===== src/rtl/im2_responder.sv =====
// rtl/im2_responder.sv - Z80 IM2 interrupt-acknowledge responder with daisy-chain priority and RETI decode
module im2_responder #(
    parameter int NSRC = 4
) (
    input  logic            rst_n,
    input  logic            clk28,
    input  logic [NSRC-1:0] req,
    input  logic [NSRC-1:0] ien,
    input  logic [7:0]      vector_base,
    input  logic            m1,
    input  logic            mreq,
    input  logic            iorq,
    input  logic            rd,
    input  logic [7:0]      d_in,
    output logic [7:0]      d_out,
    output logic            d_oe,
    output logic            n_int_req,
    output logic [NSRC-1:0] pending,
    output logic [NSRC-1:0] in_service,
    output logic            reti_stb
);

    typedef enum logic {ST_IDLE, ST_GOT_ED} state_t;

    state_t          state_q, state_d;
    logic [NSRC-1:0] pending_q, pending_d;
    logic [NSRC-1:0] in_service_q, in_service_d;
    logic [7:0]      d_out_q, d_out_d;
    logic [7:0]      op_q, op_d;
    logic            ack_valid_q, ack_valid_d;
    logic            n_int_req_q, n_int_req_d;
    logic            reti_stb_q, reti_stb_d;
    logic            inta_q, fetch_q;

    logic            inta, inta_rise, fetch, fetch_end;
    logic            elig_any, blocked, ack_fire, reti_hit;
    logic [2:0]      elig_idx;
    logic [NSRC-1:0] ack_mask, reti_mask;

    logic unused_vector_bits;
    assign unused_vector_bits = &{1'b0, vector_base[3:1]};

    assign inta      = m1 & iorq;
    assign inta_rise = inta & ~inta_q;
    assign fetch     = m1 & mreq & rd;
    assign fetch_end = fetch_q & ~fetch;

    // An in-service source blocks itself and everything below it in the chain.
    always_comb begin
        elig_any = 1'b0;
        elig_idx = 3'd0;
        blocked  = 1'b0;
        for (int i = 0; i < NSRC; i++) begin
            blocked = blocked | in_service_q[i];
            if (!elig_any && !blocked && pending_q[i]) begin
                elig_any = 1'b1;
                elig_idx = 3'(i);
            end
        end
    end

    always_comb begin
        reti_mask = '0;
        for (int i = NSRC - 1; i >= 0; i--) begin
            if (in_service_q[i]) begin
                reti_mask    = '0;
                reti_mask[i] = 1'b1;
            end
        end
    end

    assign ack_fire = inta_rise & elig_any;
    assign ack_mask = ack_fire ? (NSRC'(1) << elig_idx) : '0;

    always_comb begin
        state_d  = state_q;
        reti_hit = 1'b0;
        if (fetch_end) begin
            case (state_q)
                ST_IDLE: begin
                    if (op_q == 8'hED) state_d = ST_GOT_ED;
                end
                ST_GOT_ED: begin
                    if (op_q == 8'h4D) begin
                        state_d  = ST_IDLE;
                        reti_hit = 1'b1;
                    end else if (op_q != 8'hED) begin
                        state_d = ST_IDLE;
                    end
                end
                default: state_d = ST_IDLE;
            endcase
        end
    end

    always_comb begin
        op_d         = fetch ? d_in : op_q;
        pending_d    = (pending_q & ien & ~ack_mask) | (req & ien);
        in_service_d = (in_service_q | ack_mask) & ~(reti_hit ? reti_mask : '0);
        d_out_d      = ack_fire ? {vector_base[7:4], elig_idx, vector_base[0]} : d_out_q;
        if (inta_rise)
            ack_valid_d = elig_any;
        else
            ack_valid_d = inta & ack_valid_q;
        n_int_req_d  = ~elig_any;
        reti_stb_d   = reti_hit;
    end

    always_ff @(posedge clk28 or negedge rst_n) begin
        if (!rst_n) begin
            state_q      <= ST_IDLE;
            pending_q    <= '0;
            in_service_q <= '0;
            d_out_q      <= 8'h00;
            op_q         <= 8'h00;
            ack_valid_q  <= 1'b0;
            n_int_req_q  <= 1'b1;
            reti_stb_q   <= 1'b0;
            inta_q       <= 1'b0;
            fetch_q      <= 1'b0;
        end else begin
            state_q      <= state_d;
            pending_q    <= pending_d;
            in_service_q <= in_service_d;
            d_out_q      <= d_out_d;
            op_q         <= op_d;
            ack_valid_q  <= ack_valid_d;
            n_int_req_q  <= n_int_req_d;
            reti_stb_q   <= reti_stb_d;
            inta_q       <= inta;
            fetch_q      <= fetch;
        end
    end

    // Drive enable follows inta combinationally so the bus is released as soon as INTA ends.
    assign d_oe       = inta & ack_valid_q;
    assign d_out      = d_out_q;
    assign n_int_req  = n_int_req_q;
    assign pending    = pending_q;
    assign in_service = in_service_q;
    assign reti_stb   = reti_stb_q;

endmodule


===== config.mk =====
export PLATFORM = sky130hd
export DESIGN_NAME = im2_responder
export DESIGN_NICKNAME = d
export VERILOG_FILES = /design/src/rtl/im2_responder.sv
export SDC_FILE = /design/constraint.sdc
export NUM_CORES = 1
export LEC_CHECK = 0
export ABC_AREA = 1
export CORE_MARGIN = 2
export CORE_UTILIZATION = 45
export DETAILED_ROUTE_END_ITERATION = 8
export DONT_BUFFER_PORTS = 1
export GPL_ROUTABILITY_DRIVEN = 1
export SLEW_MARGIN = 20
export SYNTH_ARGS = -nofsm -noshare
export SYNTH_HDL_FRONTEND = slang
export SYNTH_SLANG_ARGS = --single-unit

===== constraint.sdc =====
create_clock -name clk28 -period 2.9 [get_ports clk28]
set_clock_uncertainty 0.2 [all_clocks]
set_input_delay 0.58 -clock clk28 [delete_from_list [all_inputs] [get_ports clk28]]
set_output_delay 0.58 -clock clk28 [all_outputs]
set_load 0.02 [all_outputs]

==> results of run 1 <==
==> cells in the mapped netlist, drive strengths merged <==
library cell,instances,area (sq um)
dfstp,1,26.28
buf,2,12.51
dfrtp,28,700.7
inv,21,78.82
nand3,13,70.07
nor3,1,5.000
nand2,57,284.0
a21oi,4,27.53
nor2,13,95.09
nand4,4,25.02
o21ai,6,30.02
conb,1,3.750
==> layer usage <==
layer / GRT usage (%) / vias up
met1: 20.59 / 432
met3: 6.813 / 8
li1: - / 478
met5: 0 / -
met4: 10.71 / 0
met2: 25.24 / 33
==> registers in the layout, summed over array words and instances, names as in the netlist <==
| name | count |
|---|---|
| d_out | 7 |
| inta_q | 1 |
| op_q | 8 |
| fetch_q | 1 |
| reti_stb | 1 |
| in_service | 4 |
| n_int_req | 1 |
| state_q | 1 |
| pending | 4 |
| ack_valid_q | 1 |
==> through the flow <==
| stage | setup WS [ps] | instances |
|---|---|---|
| global placement | 985.1 | 180 |
| finish | 976.8 | 190 |
| global route | 904.0 | 190 |
| floorplan | 1069 | 151 |
| detailed placement | 965.7 | 180 |
| CTS | 968.8 | 190 |
==> power breakdown <==
part           switching [mW]  internal (mW)  leakage (nW)
Clock                   0.139          0.119        0.0326
Combinational          0.0365         0.0187         0.401
Sequential             0.0235          0.428         0.355
==> layout make-up <==
cell class                      count  share of cell area (%)
Inverter                           21                   5.348
Clock buffer                        8                   3.990
Sequential cell                    29                   49.32
Timing Repair Buffer                2                   2.037
Multi-Input combinational cell     99                   36.67
Tap cell                           31                   2.632
==> how the worst max path moves through the flow <==
| stage | end | slack [ps] | depth (start not counted) |
|---|---|---|---|
| after floorplan | d_oe | 1070 | 4 |
| after global placement | d_oe | 990 | 4 |
| after detailed placement | d_oe | 970 | 4 |
| after CTS | d_oe | 970 | 4 |
| after global routing | d_oe | 900 | 4 |
| final | d_oe | 980 | 4 |
==> critical path, stage by stage <==
cell     delay (ps)
nand2_1         130
inv_1           170
nand2_1         100
inv_1           170
==> logic make-up (layout without fill, tap and decap cells) <==
logic type,after synthesis,count (layout)
AND/OR/NAND/NOR,88,88
other,1,1
AO/OA/AOI/OAI,10,10
buffers and inverters,23,31
flip-flops,29,29
==> layout by cell type, fill, tap and decap left out <==
master,instances
a21oi_2,2
nand3_2,1
dfrtp_1,28
nor2_4,4
o21ai_0,5
nand2_8,2
clkbuf_4,5
o21ai_1,1
dlygate4sd3_1,1
clkbuf_1,2
clkbuf_8,1
nand4_1,4
conb_1,1
nand2_2,6
nand2_1,46
nand2_4,3
nand3_1,12
inv_1,20
dfstp_2,1
nor3_1,1
a21oi_1,2
inv_2,1
nor2_8,1
buf_12,1
nor2_1,8
==> repair_timing <==
item | in CTS | in global routing
resized for setup | 0 | 0
hold endpoints to repair | 29 | 0
hold buffers | 2 | 0
==> metrics.txt, run 1 <==
cts bufs inserted 5; Vias 951; final weighted congestion of routability-driven global placement 0.8176; required time worst endpoint 2120 ps; critical path fanouts, max 5; final total power 765.4 uW; FF-to-FF End d_out[6]; Core Util, Final 52.54%; starting density of the core 48.44%; via count normalized by instance count 5.005; Total Neg Setup Slack 0 ps; root buffer cell clkbuf_4; Overall Global Routing Usage 17.04%; Fill cells 273; post-synthesis instance area 0.001359 sq mm; die outline height 58.95 microns; Met1 Wirelength 1.096 mm; Core Area 0.002805 sq mm; uppermost routed layer met4; hold worst-path end pending[3]; Worst setup EP type output pin; Highest Clock Rate 520.0 MHz; finished layout cell area 0.001474 sq mm; simple-gate area share of the yosys netlist 35.27%; routed wl met3 199 microns; final routed wirelength across all metal layers 2.560 mm; vias in the first global route 918; global-route wire length before repair 4.257 mm; maximum level of the CTS H-tree 2; VDD IR-drop max 291.9 uV; violated checks DRC; clock-pin slew on the worst setup and hold paths 90 ps; HPWL after DPL 1.811 mm; setup repair bufs after CTS 0; synth warn 0; count of endpoints failing hold in the final timing report 0; worst reg2reg path depth 8; Crit Path Category in2out; Power Density 519.3 mW/mm^2; Core Rows 19; kind of start point of the critical path input pin; synthesized netlist cell count 151; critical path arrival 1140 ps; initial detailed-routing violation count 39; setup repair after global routing missed its margin no; area of the die 0.003475 sq mm; largest net degree at the start of global routing 30; post-synthesis to final-layout area growth 8.471%; later-pin clock latency in the skew report 330 ps; type of the worst min-delay path in2reg; status finished with violations; crit share post-route 66.32%; wire length on met2 1.197 mm; die width 58.95 microns; Max Transition Viols Final 0; # Max-Cap Violations 0; antenna violations before repair 0; count of state elements after synthesis 29; Synth cell types 22; Final min period 1923 ps; start point of the worst hold path ien[3]; ratio of cells with drive above 1 in the final layout 17.61%; DRC violation count after routing 2; Leakage 0.7877 nW; remaining antenna violation count after routing 0; sequential cell area 726.9 sq um; area share of xor/xnor cells in the synthesized design 0%; area fraction in compound gates after synthesis 4.236%; hold slack 156.7 ps; post-detailed-placement cell area 0.001385 sq mm; Worst Hold Depth 2; Mapped Avg Cell Area 8.999 sq um; Adder-Cell Fraction of Synth Area 0%; CTS tree yes; worst setup path startpoint m1; Max Root-Sink Buffers 2; # setup viols final 0; gr ovfl total 0; antenna cells 0; Post-layout nets 188; Syn Nets 181; Worst R2R Start in_service[0]; DR WL/cell 13.47 microns; register area share after synthesis 53.50%; multiplexer area fraction after synthesis 0%; internal reg-to-reg setup slack 1300 ps; Buffers on Ports 0; combined area of the multi-input logic cells 540.5 sq um; dominant combinational cell family by area after synthesis simple AND/OR/NAND/NOR gates; First-pass DRT Iterations 6; boundary pin count 49; Clock Sinks 29
Note: power is estimated with default switching activity, not from simulation.
==> run 2, diff against run 1 <==
==> constraint.sdc (replaced) <==
create_clock -name clk28 -period 1.8 [get_ports clk28]
set_clock_uncertainty 0.2 [all_clocks]
set_input_delay 0.36 -clock clk28 [delete_from_list [all_inputs] [get_ports clk28]]
set_output_delay 0.36 -clock clk28 [all_outputs]
set_load 0.02 [all_outputs]
==> run 2 against run 1 <==
Net effect: the run still ends with DRC left; core utilization increased by 8.4 points; first-iteration DRC count fell by 18%; sequential cell count unchanged; non-clock buffer count up 23; sequential share of layout area is 6.8 points lower; total power increased by 70%.
==> metrics.txt, run 2 (synthesis gave the netlist of run 1 again) <==
First-pass DRT Iterations 8; status finished with violations; worst reg2reg path depth 8; Slowest cell on crit path dfrtp_1; CTS resizes 0; most frequent cells in the layout nand2_1 (46), dfrtp_1 (28), dlygate4sd3_1 (22); Buffers on Ports 0; violated checks DRC; number of flip-flops in the largest register 8; post-route insts no fill 213; DRC violation count after routing 2; post-synthesis to final-layout area growth 25.87%; Cell Chain, Critical Path nor2_4 -> nand2_4 -> nor2_4 -> nor2_4 -> nand2_8 -> nand2_8 -> nand2_2 -> nand2_1; DR WL/cell 12.43 microns; Crit Path Category reg2reg; gr ovfl total 0; Vias 1058; critical path fanouts, max 8; Highest Clock Rate 617.0 MHz; type of the worst min-delay path in2reg; via count normalized by instance count 4.967; family with the most delay on the worst path simple AND/OR/NAND/NOR gates; crit share post-route 90.04%; number of buffers added to fix hold violations after cts 23; Max stage delay on crit path 500 ps; antenna violations before repair 0; Overall Global Routing Usage 18.12%; Total Neg Setup Slack 0 ps; Leakage 0.8876 nW; Post-layout nets 211; largest register by flop count op_q; boundary pin count 49; global-route wire length before repair 4.761 mm; final routed wirelength across all metal layers 2.647 mm; area of the die 0.003475 sq mm; Core Area 0.002805 sq mm; initial detailed-routing violation count 32; count of placed standard cells including taps 182; maximum level of the CTS H-tree 2; largest net degree at the start of global routing 30; Core Rows 19; kind of start point of the critical path register; Max Root-Sink Buffers 2; setup repair bufs after CTS 0; die width 58.95 microns; starting density of the core 48.44%; root buffer cell clkbuf_4; critical path depth in cells 8; CTS tree yes; Worst setup EP type register; HPWL after DPL 1.874 mm; count of endpoints failing hold in the final timing report 0; vias in the first global route 1105; # setup viols final 0; later-pin clock latency in the skew report 320 ps; most frequent standard cell in the layout excluding fill and tap cells nand2_1; setup repair after global routing missed its margin no; Power Density 760.9 mW/mm^2; antenna cells 0; # Max-Cap Violations 0; number of buffers and inverters on the critical path 0; Max Transition Viols Final 0; Worst Hold Depth 4; ratio of cells with drive above 1 in the final layout 17.58%; VDD IR-drop max 371.8 uV; cts bufs inserted 5; cell repeated most along the worst path nor2_4; required time worst endpoint 1810 ps; clock-pin slew on the worst setup and hold paths 90 ps; Clock Sinks 29; final weighted congestion of routability-driven global placement 0.8177; critical path arrival 1630 ps; die outline height 58.95 microns; Final min period 1621 ps; remaining antenna violation count after routing 0
[run 2: layout make-up]
| cell class | count | area (sq um) |
|---|---|---|
| clock buffer | 7 | 65.06 |
| timing repair buffer | 25 | 255.2 |
| fill | 252 | 1095 |
| inverter | 21 | 78.83 |
| sequential | 29 | 726.9 |
| tap | 31 | 38.79 |
| multi-input combinational | 99 | 540.5 |
| clock inverter | 1 | 5.005 |
[run 2: power breakdown]
part	total [mW]	leakage, nW	internal [mW]	switching [mW]
logic	0.134	0.492	0.0627	0.0710
registers	0.723	0.355	0.690	0.0334
clock network	0.445	0.0413	0.226	0.218
[run 2: per-stage QoR]
stage          setup slack, ps  cell area (sq um)  hold WS (ps)  total power [mW]  utilization (%)
2_1_floorplan            296.4               1359        -135.6            0.7934                -
3_3_place_gp             205.6               1400        -134.8            0.8076            49.91
3_5_place_dp             188.4               1400        -134.7            0.8151            49.91
4_1_cts                  173.5               1710         21.25             1.322            60.97
5_1_grt                  86.96               1710         49.82             1.377            60.97
6_report                 179.3               1710         50.92             1.301            60.97
[run 2: routing by layer]
layer	track usage [%]	up-vias	wire, microns
met5	0	-	0
met4	6.818	0	42
met3	6.154	5	173
met2	29.37	31	1336
met1	22.35	496	1096
li1	-	526	-
[run 2: tightest hold or removal path, cell delays in order]
cell and delay [ps]:
nand2_1 40, inv_1 40, nand2_1 50, nand2_1 60
[run 2: final timing paths]
kind                               startpoint          to  slack (ps)
worst max-delay path            in_service[1]    d_out[6]         180
max in group asynchronous               rst_n   n_int_req         880
worst min-delay path                   ien[3]  pending[3]          50
min in group asynchronous               rst_n      inta_q         280
worst max register to register  in_service[1]    d_out[6]         180
worst min register to register        op_q[2]     op_q[2]         280
==> run 3, diff against run 2 <==
--- a/config.mk
+++ b/config.mk
@@ -8,9 +8,11 @@
 export ABC_AREA = 1
 export CORE_MARGIN = 2
 export CORE_UTILIZATION = 45
+export CTS_BUF_LIST = sky130_fd_sc_hd__clkbuf_16
 export DETAILED_ROUTE_END_ITERATION = 8
 export DONT_BUFFER_PORTS = 1
 export GPL_ROUTABILITY_DRIVEN = 1
+export SKIP_CTS_REPAIR_TIMING = 1
 export SLEW_MARGIN = 20
 export SYNTH_ARGS = -nofsm -noshare
 export SYNTH_HDL_FRONTEND = slang
==> constraint.sdc (replaced) <==
create_clock -name clk28 -period 1.4 [get_ports clk28]
set_clock_uncertainty 0.2 [all_clocks]
set_input_delay 0.28 -clock clk28 [delete_from_list [all_inputs] [get_ports clk28]]
set_output_delay 0.28 -clock clk28 [all_outputs]
set_load 0.02 [all_outputs]
==> run 3 against run 2 <==
Net effect: the flow finishes with violations (DRC, setup timing); design area is 14% higher; global-route usage is 0.70 points lower; sequential cell count stayed put; routed wire length is 11% higher; worst hold slack worse by 32 ps; register-to-register slack worse by 260 ps; critical path depth stayed put; non-clock buffer count is 15 higher; critical endpoint is now d_out[7].
==> metrics.txt, run 3 (synthesis gave the netlist of run 1 again) <==
VDD IR-drop max 808.0 uV; # Max-Cap Violations 0; antenna cells 0; violated checks DRC, setup timing; ratio of cells with drive above 1 in the final layout 30.96%; critical path fanouts, max 8; Max stage delay on crit path 420 ps; family with the most delay on the worst path simple AND/OR/NAND/NOR gates; kind of start point of the critical path register; largest net degree at the start of global routing 30; number of flip-flops in the largest register 8; worst-case setup margin in the final layout -81.03 ps; CTS tree yes; final weighted congestion of routability-driven global placement 0.7548; Buffers on Ports 0; later-pin clock latency in the skew report 270 ps; # setup viols final 11; cts bufs inserted 5; Crit Path Category reg2reg; Overall Global Routing Usage 17.43%; gr ovfl total 0; most frequent cells in the layout nand2_1 (45), dfrtp_1 (23), dlygate4sd3_1 (22); die outline height 58.95 microns; die width 58.95 microns; initial detailed-routing violation count 39; Max Root-Sink Buffers 2; clock-pin slew on the worst setup and hold paths 50 ps; crit share post-route 105.8%; DR WL/cell 12.89 microns; maximum level of the CTS H-tree 2; Post-layout nets 226; Vias 1100; Core Util, Final 69.31%; HPWL after DPL 1.908 mm; Clock Sinks 29; type of the worst min-delay path in2reg; Slowest cell on crit path dfrtp_2; DRC violation count after routing 4; First-pass DRT Iterations 6; area of the die 0.003475 sq mm; most frequent standard cell in the layout excluding fill and tap cells nand2_1; final routed wirelength across all metal layers 2.940 mm; cell repeated most along the worst path nor2_4; antenna violations before repair 0; Power Density 1094 mW/mm^2; critical path arrival 1450 ps; status finished with violations; vias in the first global route 1002; worst setup slack after placement -107.2 ps; boundary pin count 49; setup repair after global routing missed its margin yes; Core Area 0.002805 sq mm; Max Transition Viols Final 0; via count normalized by instance count 4.825; root buffer cell clkbuf_16; Cell Chain, Critical Path nor2_4 -> nand2_4 -> nor2_4 -> nor2_4 -> nand2_8 -> nand2_8 -> nand2_2 -> nand2_2; Core Rows 19; post-synthesis to final-layout area growth 43.09%; Final min period 1481 ps; Worst setup EP type register; required time worst endpoint 1360 ps; remaining antenna violation count after routing 0; global-route wire length before repair 4.333 mm; largest register by flop count op_q; count of endpoints failing hold in the final timing report 0; Leakage 0.9923 nW; Highest Clock Rate 675.2 MHz; number of buffers and inverters on the critical path 0; starting density of the core 48.44%
==> run 3: worst paths after layout <==
kind,from,to,slack [ps],cells past startpoint
hold / removal,ien[3],pending[3],20,4
hold reg to reg,op_q[3],op_q[3],280,2
setup / recovery,in_service[1],d_out[7],-80,8
setup reg to reg,in_service[1],d_out[7],-80,8
min in group asynchronous,rst_n,op_q[4],250,2
max in group asynchronous,rst_n,n_int_req,510,2
==> run 3: cell type report <==
type	instances	area [sq um]
flip-flops and latches	29	733.2
multi-input cells	99	570.5
clock buffers	5	125.1
inverters	21	78.83
well taps	31	38.79
clock inverters	3	17.52
fillers	225	860.8
repair buffers	40	380.4
==> run 3: power by group <==
part | switching, mW | total [mW] | internal, mW
clock network | 0.349 | 0.997 | 0.648
logic | 0.112 | 0.207 | 0.0950
registers | 0.0323 | 0.924 | 0.892
==> run 3: per-stage QoR <==
| step | hold WS, ps | TNS, ps | power (mW) | area [sq um] | cells |
|---|---|---|---|---|---|
| 6_report | 19.35 | -604.5 | 2.127 | 1944 | 228 |
| 5_1_grt | 60.07 | -1395 | 2.221 | 1944 | 228 |
| 4_1_cts | -505.8 | -1135 | 2.073 | 1654 | 203 |
| 3_5_place_dp | -214.9 | -991.0 | 1.063 | 1511 | 195 |
| 3_3_place_gp | -214.8 | -657.2 | 1.057 | 1511 | 195 |
| 2_1_floorplan | -215.6 | -492.0 | 1.024 | 1373 | 151 |
==> run 3: routing by layer <==
metal  GRT usage, %  up-vias  routed length (microns)  share of wire [%]
li1               -      556                        -                  -
met1          20.83      500                     1218                 41
met2          25.56       38                     1485                 51
met3          8.791        6                      184                6.3
met4          9.416        0                       52                1.8
met5              0        -                        0                  0
==> run 3: tightest hold or removal path, stage by stage <==
cell and delay [ps]:
nand2_1 40, inv_1 50, nand2_1 50, nand2_1 50
